==> config.mk <==
export PLATFORM = sky130hd
export DESIGN_NAME = trail_monitor_flat
export DESIGN_NICKNAME = d
export VERILOG_FILES = /design/src/rtl/trail_pkg.sv /design/src/rtl/trail_monitor_if.sv /design/src/rtl/trail_filter.sv /design/src/rtl/trail_monitor.sv /design/src/flat_wrapper.sv
export SDC_FILE = /design/constraint.sdc
export NUM_CORES = 1
export LEC_CHECK = 0
export ABC_AREA = 1
export BUFFER_PORTS_ARGS = -buffer_cell sky130_fd_sc_hd__buf_2
export CAP_MARGIN = 10
export CORE_MARGIN = 5
export CORE_UTILIZATION = 60
export CTS_CLUSTER_DIAMETER = 60
export DETAILED_ROUTE_END_ITERATION = 16
export PLACE_DENSITY_LB_ADDON = 0.1
export SKIP_LAST_GASP = 1
export SLEW_MARGIN = 30
export SYNTH_ARGS = -nofsm -noshare
export SYNTH_HDL_FRONTEND = slang
export SYNTH_SLANG_ARGS = --single-unit
==> constraint.sdc <==
create_clock -name clk -period 4.8 [get_ports clk]
set_input_delay 0.24 -clock clk [delete_from_list [all_inputs] [get_ports clk]]
set_output_delay 0.24 -clock clk [all_outputs]
set_load 0.05 [all_outputs]
==> src/rtl/trail_pkg.sv <==
// trail_pkg: shared types and Johnson trail helpers for the trail monitor
package trail_pkg;

    typedef enum logic [1:0] {HUNT, TRACK, LOCKED} state_e;

    localparam int TRAIL_STATES = 12;
    localparam int TRAIL_W      = 6;

    function automatic logic [TRAIL_W-1:0] johnson_succ(input logic [TRAIL_W-1:0] c);
        return {~c[0], c[TRAIL_W-1:1]};
    endfunction

    // Walks the ring from P0 so the code table never has to be typed out.
    function automatic logic [4:0] code_to_phase(input logic [TRAIL_W-1:0] c);
        logic [TRAIL_W-1:0] p;
        logic [4:0] r;
        p = 6'b000001;
        r = '0;
        for (int i = 0; i < TRAIL_STATES; i++) begin
            if (c == p) r = {1'b1, 4'(i)};
            p = johnson_succ(p);
        end
        return r;
    endfunction

endpackage

==> src/rtl/trail_monitor_if.sv <==
// trail_monitor_if: blade input and monitor status bundle
interface trail_monitor_if #(parameter int ERR_W = 8);

    logic [5:0]       blade_in;
    logic [3:0]       phase;
    logic             phase_valid;
    logic             locked;
    logic             step_pulse;
    logic             err_pulse;
    logic [ERR_W-1:0] err_count;
    logic             stall;

    modport master (
        output blade_in,
        input  phase, phase_valid, locked, step_pulse, err_pulse, err_count, stall
    );

    modport slave (
        input  blade_in,
        output phase, phase_valid, locked, step_pulse, err_pulse, err_count, stall
    );

endinterface

==> src/rtl/trail_filter.sv <==
// trail_filter: synchronises the blade pins and accepts a code once it has been stable
module trail_filter
    import trail_pkg::*;
#(
    parameter int SYNC_STAGES   = 2,
    parameter int STABLE_CYCLES = 16
) (
    input  logic               clk,
    input  logic               rst,
    input  logic [TRAIL_W-1:0] din,
    output logic [TRAIL_W-1:0] code,
    output logic               accept
);

    localparam int CW = $clog2(STABLE_CYCLES + 1);

    logic [SYNC_STAGES-1:0][TRAIL_W-1:0] sync_q, sync_d;
    logic [TRAIL_W-1:0] cand_q, cand_d, acc_q, acc_d;
    logic [CW-1:0]      cnt_q, cnt_d;
    logic               acc_vld_q, acc_vld_d;
    logic               same;

    // Counter saturates one past the accept value so the strobe fires only once per run.
    always_comb begin
        sync_d    = {sync_q[SYNC_STAGES-2:0], din};
        same      = sync_q[SYNC_STAGES-1] == cand_q;
        cand_d    = same ? cand_q : sync_q[SYNC_STAGES-1];
        cnt_d     = !same ? '0 : (cnt_q == CW'(STABLE_CYCLES)) ? cnt_q : cnt_q + 1'b1;
        accept    = (cnt_q == CW'(STABLE_CYCLES - 1)) && (!acc_vld_q || cand_q != acc_q);
        acc_d     = accept ? cand_q : acc_q;
        acc_vld_d = acc_vld_q | accept;
    end

    // Synchroniser chain and filter state.
    always_ff @(posedge clk) begin
        if (rst) begin
            sync_q    <= '0;
            cand_q    <= '0;
            cnt_q     <= '0;
            acc_q     <= '0;
            acc_vld_q <= 1'b0;
        end else begin
            sync_q    <= sync_d;
            cand_q    <= cand_d;
            cnt_q     <= cnt_d;
            acc_q     <= acc_d;
            acc_vld_q <= acc_vld_d;
        end
    end

    assign code = cand_q;

endmodule

==> src/rtl/trail_monitor.sv <==
// trail_monitor: checks a sampled blade pattern against the 12-state Johnson trail
module trail_monitor
    import trail_pkg::*;
#(
    parameter int SYNC_STAGES   = 2,
    parameter int STABLE_CYCLES = 16,
    parameter int LOCK_COUNT    = 3,
    parameter int STALL_CYCLES  = 16777216,
    parameter int ERR_W         = 8
) (
    input logic            clk,
    input logic            rst,
    trail_monitor_if.slave bus
);

    localparam int TW = (STALL_CYCLES > 1) ? $clog2(STALL_CYCLES) : 1;

    logic [TRAIL_W-1:0] code;
    logic               accept;
    logic [4:0]         pk;
    logic               vld, succ;

    state_e             state_q, state_d;
    logic [TRAIL_W-1:0] last_q, last_d;
    logic [3:0]         phase_q, phase_d, good_q, good_d;
    logic               pv_q, pv_d, locked_q, locked_d, step_q, step_d, err_q, err_d;
    logic               stall_q, stall_d;
    logic [ERR_W-1:0]   errcnt_q, errcnt_d;
    logic [TW-1:0]      tmr_q, tmr_d;

    trail_filter #(
        .SYNC_STAGES   (SYNC_STAGES),
        .STABLE_CYCLES (STABLE_CYCLES)
    ) u_filter (
        .clk    (clk),
        .rst    (rst),
        .din    (bus.blade_in),
        .code   (code),
        .accept (accept)
    );

    // Tracking FSM: classifies each accepted code and runs the stall timer while locked.
    always_comb begin
        pk       = code_to_phase(code);
        vld      = pk[4];
        succ     = vld && code == johnson_succ(last_q);
        state_d  = state_q;
        last_d   = last_q;
        phase_d  = phase_q;
        good_d   = good_q;
        pv_d     = pv_q;
        locked_d = locked_q;
        step_d   = 1'b0;
        err_d    = 1'b0;
        stall_d  = stall_q;
        tmr_d    = tmr_q;
        if (accept) begin
            tmr_d = '0;
            if (vld) begin
                stall_d = 1'b0;
                phase_d = pk[3:0];
                last_d  = code;
            end
            case (state_q)
                HUNT: begin
                    pv_d    = vld;
                    good_d  = vld ? 4'd0 : good_q;
                    state_d = vld ? TRACK : HUNT;
                end
                TRACK: begin
                    if (succ) begin
                        good_d = good_q + 4'd1;
                        if (good_q + 4'd1 == 4'(LOCK_COUNT)) begin
                            state_d  = LOCKED;
                            locked_d = 1'b1;
                        end
                    end else begin
                        err_d   = 1'b1;
                        good_d  = 4'd0;
                        pv_d    = vld;
                        state_d = vld ? TRACK : HUNT;
                    end
                end
                LOCKED: begin
                    if (succ) begin
                        step_d = 1'b1;
                    end else begin
                        err_d    = 1'b1;
                        locked_d = 1'b0;
                        good_d   = 4'd0;
                        pv_d     = vld;
                        state_d  = vld ? TRACK : HUNT;
                    end
                end
                default: state_d = HUNT;
            endcase
        end else if (state_q == LOCKED) begin
            if (tmr_q == TW'(STALL_CYCLES - 1)) begin
                stall_d  = 1'b1;
                locked_d = 1'b0;
                state_d  = HUNT;
            end else begin
                tmr_d = tmr_q + 1'b1;
            end
        end
        errcnt_d = (err_d && !(&errcnt_q)) ? errcnt_q + 1'b1 : errcnt_q;
    end

    // All tracking state and registered outputs.
    always_ff @(posedge clk) begin
        if (rst) begin
            state_q  <= HUNT;
            last_q   <= '0;
            phase_q  <= '0;
            good_q   <= '0;
            pv_q     <= 1'b0;
            locked_q <= 1'b0;
            step_q   <= 1'b0;
            err_q    <= 1'b0;
            stall_q  <= 1'b0;
            errcnt_q <= '0;
            tmr_q    <= '0;
        end else begin
            state_q  <= state_d;
            last_q   <= last_d;
            phase_q  <= phase_d;
            good_q   <= good_d;
            pv_q     <= pv_d;
            locked_q <= locked_d;
            step_q   <= step_d;
            err_q    <= err_d;
            stall_q  <= stall_d;
            errcnt_q <= errcnt_d;
            tmr_q    <= tmr_d;
        end
    end

    assign bus.phase       = phase_q;
    assign bus.phase_valid = pv_q;
    assign bus.locked      = locked_q;
    assign bus.step_pulse  = step_q;
    assign bus.err_pulse   = err_q;
    assign bus.err_count   = errcnt_q;
    assign bus.stall       = stall_q;

endmodule

==> src/flat_wrapper.sv <==
// flat-port wrapper written by rule: the top's interface ports become plain ports
module trail_monitor_flat import trail_pkg::*;
#(
    parameter int SYNC_STAGES   = 2,
    parameter int STABLE_CYCLES = 16,
    parameter int LOCK_COUNT    = 3,
    parameter int STALL_CYCLES  = 16777216,
    parameter int ERR_W         = 8
)
  (clk, rst, bus_blade_in, bus_phase, bus_phase_valid, bus_locked, bus_step_pulse, bus_err_pulse, bus_err_count, bus_stall);
  trail_monitor_if #(.ERR_W(ERR_W)) bus_i ();
  input logic clk;
  input logic rst;
  input wire logic [$bits(bus_i.blade_in)-1:0] bus_blade_in;
  output wire logic [$bits(bus_i.phase)-1:0] bus_phase;
  output wire logic [$bits(bus_i.phase_valid)-1:0] bus_phase_valid;
  output wire logic [$bits(bus_i.locked)-1:0] bus_locked;
  output wire logic [$bits(bus_i.step_pulse)-1:0] bus_step_pulse;
  output wire logic [$bits(bus_i.err_pulse)-1:0] bus_err_pulse;
  output wire logic [$bits(bus_i.err_count)-1:0] bus_err_count;
  output wire logic [$bits(bus_i.stall)-1:0] bus_stall;
  assign bus_i.blade_in = bus_blade_in;
  assign bus_phase = bus_i.phase;
  assign bus_phase_valid = bus_i.phase_valid;
  assign bus_locked = bus_i.locked;
  assign bus_step_pulse = bus_i.step_pulse;
  assign bus_err_pulse = bus_i.err_pulse;
  assign bus_err_count = bus_i.err_count;
  assign bus_stall = bus_i.stall;
  trail_monitor #(.SYNC_STAGES(SYNC_STAGES), .STABLE_CYCLES(STABLE_CYCLES), .LOCK_COUNT(LOCK_COUNT), .STALL_CYCLES(STALL_CYCLES), .ERR_W(ERR_W)) u_core (.clk(clk), .rst(rst), .bus(bus_i));
endmodule
==> qor.csv, run 1 <==
stage,metric,value,unit
run_status,status,"complete, no violations",
clocking,clock sink total,83,
worst_setup_path,reg-to-reg critical path endpoint,u_core.tmr_q[18],
logic_synthesis,Synth cell types,36,
pwr,LEAKAGE,1.85,nW
min_path,hold path cells,3,
min_path,worst hold path class,input pin to flop,
timing,relative slew slack,57.2,%
logic_synthesis,instance count of the mapped netlist,609,
timing,period utilisation layout,46.3,%
clocking,Post-CTS Setup Inserts,0,
clocking,clk_lat worst skew,350,ps
pwr,VDD IR-drop max,0.195,mV
clocking,CTS Buf Count,9,
placed_design,gpl congestion,0.916,
global_routing,initial antenna violation count,0,
global_routing,vias in the first global route,3325,
logic_synthesis,"Seq/Total Area, Yosys",39.6,%
routing,DRC viols,0,
floorplan,core area,0.00679,mm^2
worst_setup_path,Critical Path Sink Type,flop,
min_path,Hold EP,u_core.u_filter.sync_d[10],
placed_design,hpwl dp,6250,um
timing,Slew @ Worst Pin,641,ps
worst_setup_path,worst path cell trace,ha_1 > inv_1 > nor2_2 > nand2_1 > nor2_2 > a21oi_2 > nand3_1 > o21ai_0 > a21oi_1,
finish,share of cells above drive strength 1,10.9,%
logic_synthesis,async set-reset flop share out of synthesis,0,%
clocking,"Clk pin slew, worst setup/hold paths",80,ps
finish,diode count,0,
worst_setup_path,worst-path maximum fanout,15,
logic_synthesis,leading area contributor after synthesis,dfxtp_1,
global_routing,global-route wire length before repair,15100,um
worst_setup_path,CP Launch Type,flop,
worst_setup_path,critical setup path kind,flop to flop,
worst_setup_path,R2R setup slack,2580,ps
clocking,Hold Buf Count CTS,0,
finish,NumNets Final,648,
logic_synthesis,Post-synth EDFFs,0,
logic_synthesis,Syn. warnings,0,
logic_synthesis,post-synth net total,628,
routing,routed via count,3705,
timing,fmax,450,MHz
floorplan,Initial Utilization,61.8,%
floorplan,Die Ht,93.7,um
flow_run,Max-Cap Viols,0,
pwr,P per Cell Area,275,mW/mm^2
worst_setup_path,RR Startpoint,u_core.tmr_q[0],
routing,drt pass-1 iters,5,
placed_design,IO buf count,24,
logic_synthesis,register bit total from synthesis,83,
logic_synthesis,post-synth top area share,39.6,%
routing,Final ANT Viol Nets,0,
timing,TNS Setup,0,ps
worst_setup_path,r2r worst-path depth,9,
worst_setup_path,Worst EP arrival,2440,ps
floorplan,DIE AREA,0.00877,mm^2
placed_design,dpl cells,714,
worst_setup_path,most frequent CP cell,nor2_2,
routing,wire per inst,11.7,um
min_path,HP Start,bus_blade_in[4],
timing,Final min period,2220,ps
logic_synthesis,"Avg Cell Area, Syn",6.89,um^2
timing,Final Max Tran Viols,0,
finish,area delta synth->final,8.13,%
logic_synthesis,post-synthesis cell area,0.00420,mm^2
floorplan,Die Wd,93.7,um
routing,Avg Vias per Cell,5.08,
worst_setup_path,Critical Path Slowest Stage Cell,a21oi_2,
timing,final setup skew,7.84,ps
routing,drt initial violations,241,
global_routing,total gr overflow,0,
global_routing,largest net degree at the start of global routing,29,
clocking,CTS root buffer,clkbuf_8,
logic_synthesis,synth top area cells,"dfxtp_1 40%, nand2_1 14%, nor2_1 7.2%, inv_1 6.4%, a21oi_1 5.0%",
clocking,CTS tree,done,
timing,final hold vios,0,
timing,Setup Viol. Count Final,0,
worst_setup_path,Max stage delay on crit path,510,ps
finish,Finished Layout Cells,730,
clocking,# H-tree levels,3,
floorplan,Top-Level Pins,25,
timing,RSZ-0062 raised after global routing,false,
logic_synthesis,most common flop cell mapped by yosys,dfxtp_1,
worst_setup_path,WP data required,5020,ps
global_routing,Tot GR Track Use,21.2,%
floorplan,Site Rows,30,
clocking,cells resized by post-CTS repair,0,
clocking,Max Buffers Root-to-Sink,2,
routing,Routed WL,8550,um
[worst max path at each step]
stage	from	endpoint	slack, ps	depth (start not counted)
final	u_core.tmr_q[0]	u_core.tmr_q[18]	2580	9
after global routing	u_core.tmr_q[0]	u_core.tmr_q[18]	2310	9
after CTS	u_core.tmr_q[0]	u_core.tmr_q[18]	2620	9
after detailed placement	u_core.tmr_q[0]	u_core.tmr_q[14]	2630	10
after global placement	u_core.tmr_q[0]	u_core.tmr_q[14]	2670	10
after floorplan	u_core.bus.err_count[0]	u_core.bus.err_count[5]	2990	7
[cell type report]
class	count	area [um^2]
repair buffers	24	120
clock inverters	5	62.6
clock buffers	11	131
flip-flops and latches	83	1660
inverters	80	300
well taps	96	120
multi-input cells	431	2140
fillers	596	2250
[per-stage QoR]
step	setup WS (ps)	total power [W]	util (%)	area (um^2)	hold WS, ps
2_1_floorplan	2990	0.000755	-	4200	347
3_5_place_dp	2630	0.000767	64.0	4350	392
5_1_grt	2310	0.00130	66.8	4540	66.6
4_1_cts	2620	0.00126	66.8	4540	68.2
6_report	2580	0.00125	66.8	4540	85.9
3_3_place_gp	2670	0.000765	64.0	4350	390
[cells by family after synthesis]
kind of cell    share of synthesized area, %
simple gates                            33.4
fa+ha+maj                               3.28
buf+inv                                 9.36
flops                                   39.6
xor+xnor                                4.17
compound gates                          10.2
[worst max-delay path, delay by kind of cell, from the launching register on]
kind / cells / cell delay (ps)
buffers and inverters: 1 / 90
AND/OR/NAND/NOR: 4 / 570
adder cells (fa/ha/maj): 1 / 240
flip-flops: 1 / 340
AO/OA/AOI/OAI: 3 / 840
[layer usage]
layer / track usage [%] / routed length (um) / vias up
met5: 0 / 0 / -
met4: 7.94 / 141 / 0
met3: 3.13 / 324 / 10
met2: 33.3 / 3830 / 73
met1: 29.6 / 4250 / 1656
li1: - / - / 1966
[report_power, final]
part           switching (W)  total [W]  internal, W
clock network       0.000256   0.000500     0.000244
logic              0.0000333  0.0000491    0.0000159
registers         0.00000599   0.000701     0.000695
[synthesized netlist by cell type (all sizes together), types with 4 or more instances]
cell	count
nand3	35
o22ai	5
a31oi	4
clkbuf	5
nor3	13
nor2	91
buf	10
nand2	164
a21oi	44
xor2	11
inv	80
o21ai	24
ha	11
nand4	11
dfxtp	83
xnor2	9
[state kept, by name, indices dropped and copies added (netlist names)]
| signal | flops |
|---|---|
| u_core.bus.err_count | 8 |
| u_core.bus.phase | 4 |
| u_core.bus.locked | 1 |
| u_core.last_q | 6 |
| u_core.bus.stall | 1 |
| u_core.u_filter.sync_q | 6 |
| u_core.bus.phase_valid | 1 |
| u_core.u_filter.acc_q | 6 |
| u_core.bus.step_pulse | 1 |
| u_core.tmr_q | 24 |
| u_core.state_q | 2 |
| u_core.good_q | 4 |
| u_core.bus.err_pulse | 1 |
| u_core.u_filter.acc_vld_q | 1 |
| u_core.u_filter.cnt_q | 5 |
| u_core.u_filter.sync_d | 6 |
| u_core.u_filter.code | 6 |
[layout by cell type (no fill, tap or decap)]
master / Yosys / final
nand3b_1: 2 / 2
o22ai_1: 5 / 5
nor2_2: 6 / 6
clkinvlp_4: 0 / 2
a21oi_1: 42 / 42
inv_6: 0 / 1
o21ai_1: 5 / 5
nand2_4: 3 / 3
or2_2: 2 / 2
xor2_1: 11 / 11
inv_1: 72 / 72
clkbuf_8: 0 / 9
ha_1: 11 / 11
o21a_1: 1 / 1
clkinv_4: 0 / 1
o211a_1: 1 / 1
a21oi_2: 2 / 2
o21ai_0: 19 / 19
nand3_2: 1 / 1
nand2_1: 157 / 157
nand2_2: 4 / 4
dfxtp_1: 83 / 83
nor4_1: 2 / 2
a31oi_1: 4 / 4
xnor2_1: 9 / 9
nor3_2: 1 / 1
nand4_1: 11 / 11
inv_2: 8 / 8
clkbuf_1: 5 / 2
nor2_1: 81 / 81
bufinv_16: 0 / 1
nor2_8: 1 / 1
nor2_4: 3 / 3
nand3_1: 34 / 34
buf_2: 5 / 24
o211ai_1: 1 / 1
nor3_1: 12 / 12
Note: power is estimated with default switching activity, not from simulation.
==> run 2: changes to the inputs <==
--- a/config.mk
+++ b/config.mk
@@ -5,7 +5,7 @@
 export SDC_FILE = /design/constraint.sdc
 export NUM_CORES = 1
 export LEC_CHECK = 0
-export ABC_AREA = 1
+export ABC_AREA = 0
 export BUFFER_PORTS_ARGS = -buffer_cell sky130_fd_sc_hd__buf_2
 export CAP_MARGIN = 10
 export CORE_MARGIN = 5
==> constraint.sdc (replaced) <==
create_clock -name clk -period 2.1 [get_ports clk]
set_input_delay 0.105 -clock clk [delete_from_list [all_inputs] [get_ports clk]]
set_output_delay 0.105 -clock clk [all_outputs]
set_load 0.05 [all_outputs]
==> run 2 against run 1 <==
Clock skew up 4.5 ps; clock-buffer cell count unchanged; hold slack better by 77 ps.
==> qor.csv, run 2 <==
stage,metric,value,unit,change
run_status,status,"complete, no violations",,
floorplan,DIE AREA,0.00832,mm^2,-5.1%
finish,max FFs per register,24,,unchanged
clocking,# H-tree levels,3,,unchanged
floorplan,core area,0.00639,mm^2,-6.0%
clocking,CTS root buffer,clkbuf_8,,
clocking,Max Buffers Root-to-Sink,2,,unchanged
logic_synthesis,post-synth top area share,42.0,%,+2.4 points
global_routing,Tot GR Track Use,20.2,%,-1.0 points
placed_design,gpl congestion,0.918,,+0.26%
worst_setup_path,RR Startpoint,u_core.u_filter.cnt_q[0],,
floorplan,Die Ht,91.2,um,-2.6%
clocking,clock sink total,83,,unchanged
placed_design,hpwl dp,5680,um,-9.0%
min_path,HP Start,rst,,
timing,RSZ-0062 raised after global routing,true,,
timing,worst hold slack,163,ps,+77.3 ps
timing,Final min period,2030,ps,-186 ps
floorplan,Top-Level Pins,25,,unchanged
logic_synthesis,share of cell area taken by muxes after synthesis,3.60,%,+3.6 points
worst_setup_path,WP data required,2380,ps,-2640 ps
finish,NumNets Final,521,,-20%
logic_synthesis,Synth Area in Simple Gates,25.7,%,-7.7 points
global_routing,total gr overflow,0,,unchanged
worst_setup_path,CP startpoint,u_core.u_filter.cnt_q[0],,
placed_design,IO buf count,24,,unchanged
finish,sequential cell area,0.00168,mm^2,+0.83%
clocking,CTS tree,done,,
timing,Final Max Tran Viols,0,,unchanged
worst_setup_path,CP Launch Type,flop,,
timing,Slew @ Worst Pin,453,ps,-187 ps
finish,Util after Layout,73.1,%,+6.3 points
finish,diode count,0,,unchanged
finish,filler cell count,499,,-16%
finish,area delta synth->final,17.9,%,
logic_synthesis,instance count of the mapped netlist,458,,-25%
finish,multi-input logic area,0.00217,mm^2,+1.3%
logic_synthesis,leading area contributor after synthesis,dfxtp_1,,
timing,final hold vios,0,,unchanged
routing,Routed WL,8230,um,-3.8%
logic_synthesis,Post-synth top cells,"83 x dfxtp_1, 53 x nor2_1, 27 x nand2_1",,
worst_setup_path,critical setup path kind,flop to flop,,
min_path,worst hold path class,input pin to flop,,
clocking,CTS Buf Count,9,,unchanged
routing,DRC viols,0,,unchanged
logic_synthesis,Post-synth EDFFs,0,,unchanged
finish,share of cells above drive strength 1,18.1,%,+7.3 points
logic_synthesis,Synth cell types,53,,+47%
global_routing,vias in the first global route,3123,,-6.1%
logic_synthesis,post-synthesis compound-gate area fraction,11.6,%,+1.3 points
pwr,LEAKAGE,1.78,nW,-3.9%
worst_setup_path,Critical Path Sink Type,flop,,
routing,wire per inst,14.1,um,+20%
logic_synthesis,"Avg Cell Area, Syn",8.65,um^2,+25%
finish,Biggest register,u_core.tmr_q,,
logic_synthesis,most common flop cell mapped by yosys,dfxtp_1,,
pwr,P per Cell Area,659,mW/mm^2,+140%
timing,Setup Viol. Count Final,0,,unchanged
routing,Final ANT Viol Nets,0,,unchanged
logic_synthesis,XOR/XNOR Fraction of Synth Area,9.07,%,+4.9 points
global_routing,largest net degree at the start of global routing,30,,+3.4%
worst_setup_path,worst-path maximum fanout,6,,-9
logic_synthesis,cell with the most instances after synthesis,dfxtp_1,,
global_routing,global-route wire length before repair,14300,um,-5.3%
pwr,VDD IR-drop max,0.481,mV,+150%
floorplan,Die Wd,91.2,um,-2.6%
logic_synthesis,post-synthesis cell area,0.00396,mm^2,-5.7%
finish,"commonest non-fill, non-tap cell in the layout",dfxtp_1,,
floorplan,Site Rows,29,,-3.3%
routing,Avg Vias per Cell,5.72,,+13%
logic_synthesis,"Seq/Total Area, Yosys",42.0,%,+2.4 points
timing,period utilisation layout,96.9,%,+51 points
routing,routed via count,3341,,-9.8%
routing,drt pass-1 iters,6,,+1
logic_synthesis,register bit total from synthesis,83,,unchanged
finish,most frequent cells in the layout,"74 x dfxtp_1, 53 x nor2_1, 27 x nand2_1",,
floorplan,Initial Utilization,62.0,%,+0.21 points
logic_synthesis,largest family of logic cells by synthesized area,simple AND/OR/NAND/NOR gates,,
timing,final setup skew,12.3,ps,+4.50 ps
global_routing,initial antenna violation count,0,,unchanged
routing,drt initial violations,189,,-22%
flow_run,Max-Cap Viols,0,,unchanged
logic_synthesis,Post-Synth Adder-Cell Area,3.48,%,+0.20 points
logic_synthesis,Syn. warnings,0,,unchanged
logic_synthesis,synth top area cells,"dfxtp_1 42%, nor2_1 5.0%, xor2_1 4.9%, xnor2_1 4.2%, ha_1 3.5%",,
worst_setup_path,Worst EP arrival,2320,ps,-120 ps
clocking,clk_lat worst skew,350,ps,about the same
clocking,"Clk pin slew, worst setup/hold paths",90,ps,about the same
logic_synthesis,post-synth net total,477,,-24%
logic_synthesis,async set-reset flop share out of synthesis,0,%,unchanged
timing,fmax,491,MHz,+9.1%
timing,relative slew slack,69.5,%,+12 points
-- run 2: cell types whose count changed after synthesis, moves of 10 or more --
cell | previous run | this run
nor2_1 | 81 | 53
xnor2_1 | 9 | 19
and3_1 | 0 | 10
nand2_1 | 157 | 27
a21oi_1 | 42 | 25
inv_1 | 72 | 15
mux2i_1 | 0 | 12
nor2b_1 | 0 | 20
xor2_1 | 11 | 22
-- run 2: metrics by stage --
stage | instances | setup WS (ps) | TNS, ps | cell area [um^2] | total power, W
after floorplan | 458 | 57.8 | 0 | 3960 | 0.00172
after global placement | 560 | 37.0 | 0 | 4290 | 0.00177
after detailed placement | 560 | 33.5 | 0 | 4290 | 0.00177
after CTS | 582 | 10.0 | 0 | 4590 | 0.00310
after global routing | 584 | -6.35 | -6.35 | 4670 | 0.00320
final | 584 | 65.0 | 0 | 4670 | 0.00308
-- run 2: layout make-up --
class / instances / area share, %
multi-input cells: 333 / 46.6
inverters: 16 / 1.29
clock inverters: 5 / 1.82
clock buffers: 11 / 3.24
well taps: 77 / 2.06
repair buffers: 59 / 9.14
flip-flops and latches: 83 / 35.9
-- run 2: timing repair --
action                     in CTS  in global routing
hold buffers                    6                  0
setup endpoints to repair       0                 28
resized for setup               0                 20
hold endpoints to repair        6                  0
setup buffers                   0                  2
-- run 2: critical path: stages (launching register included) --
cell     delay (ps)
dfxtp_4         370
ha_4            130
and3_1          150
ha_2            200
o41ai_4         100
a211o_2         390
or4_1           470
a21oi_1         150
-- run 2: cells by family after synthesis --
kind of cell,count (synthesis)
compound gates,72
xor+xnor,41
fa+ha+maj,11
buf+inv,42
flops,83
mux,14
simple gates,195
-- run 2: layer usage --
metal	wire length (um)	vias up	part of all wire (%)	global-route usage, %
li1	-	1691	-	-
met1	3930	1582	48	27.2
met2	3880	59	47	31.5
met3	310	9	3.8	4.38
met4	102	0	1.2	8.07
met5	0	-	0	0
-- run 2: path summary, 6_finish.rpt --
path                                    end  slack (ps)  depth (start not counted)
setup / recovery    u_core.bus.err_count[4]          70                          7
hold / removal        u_core.bus.step_pulse         160                          2
hold reg to reg   u_core.u_filter.sync_q[8]         430                          1
setup reg to reg    u_core.bus.err_count[4]          70                          7
-- run 2: where the power goes --
group	switching (W)	internal (W)
logic	0.0000763	0.0000674
registers	0.0000147	0.00159
clock network	0.000589	0.000739
total	0.000680	0.00240
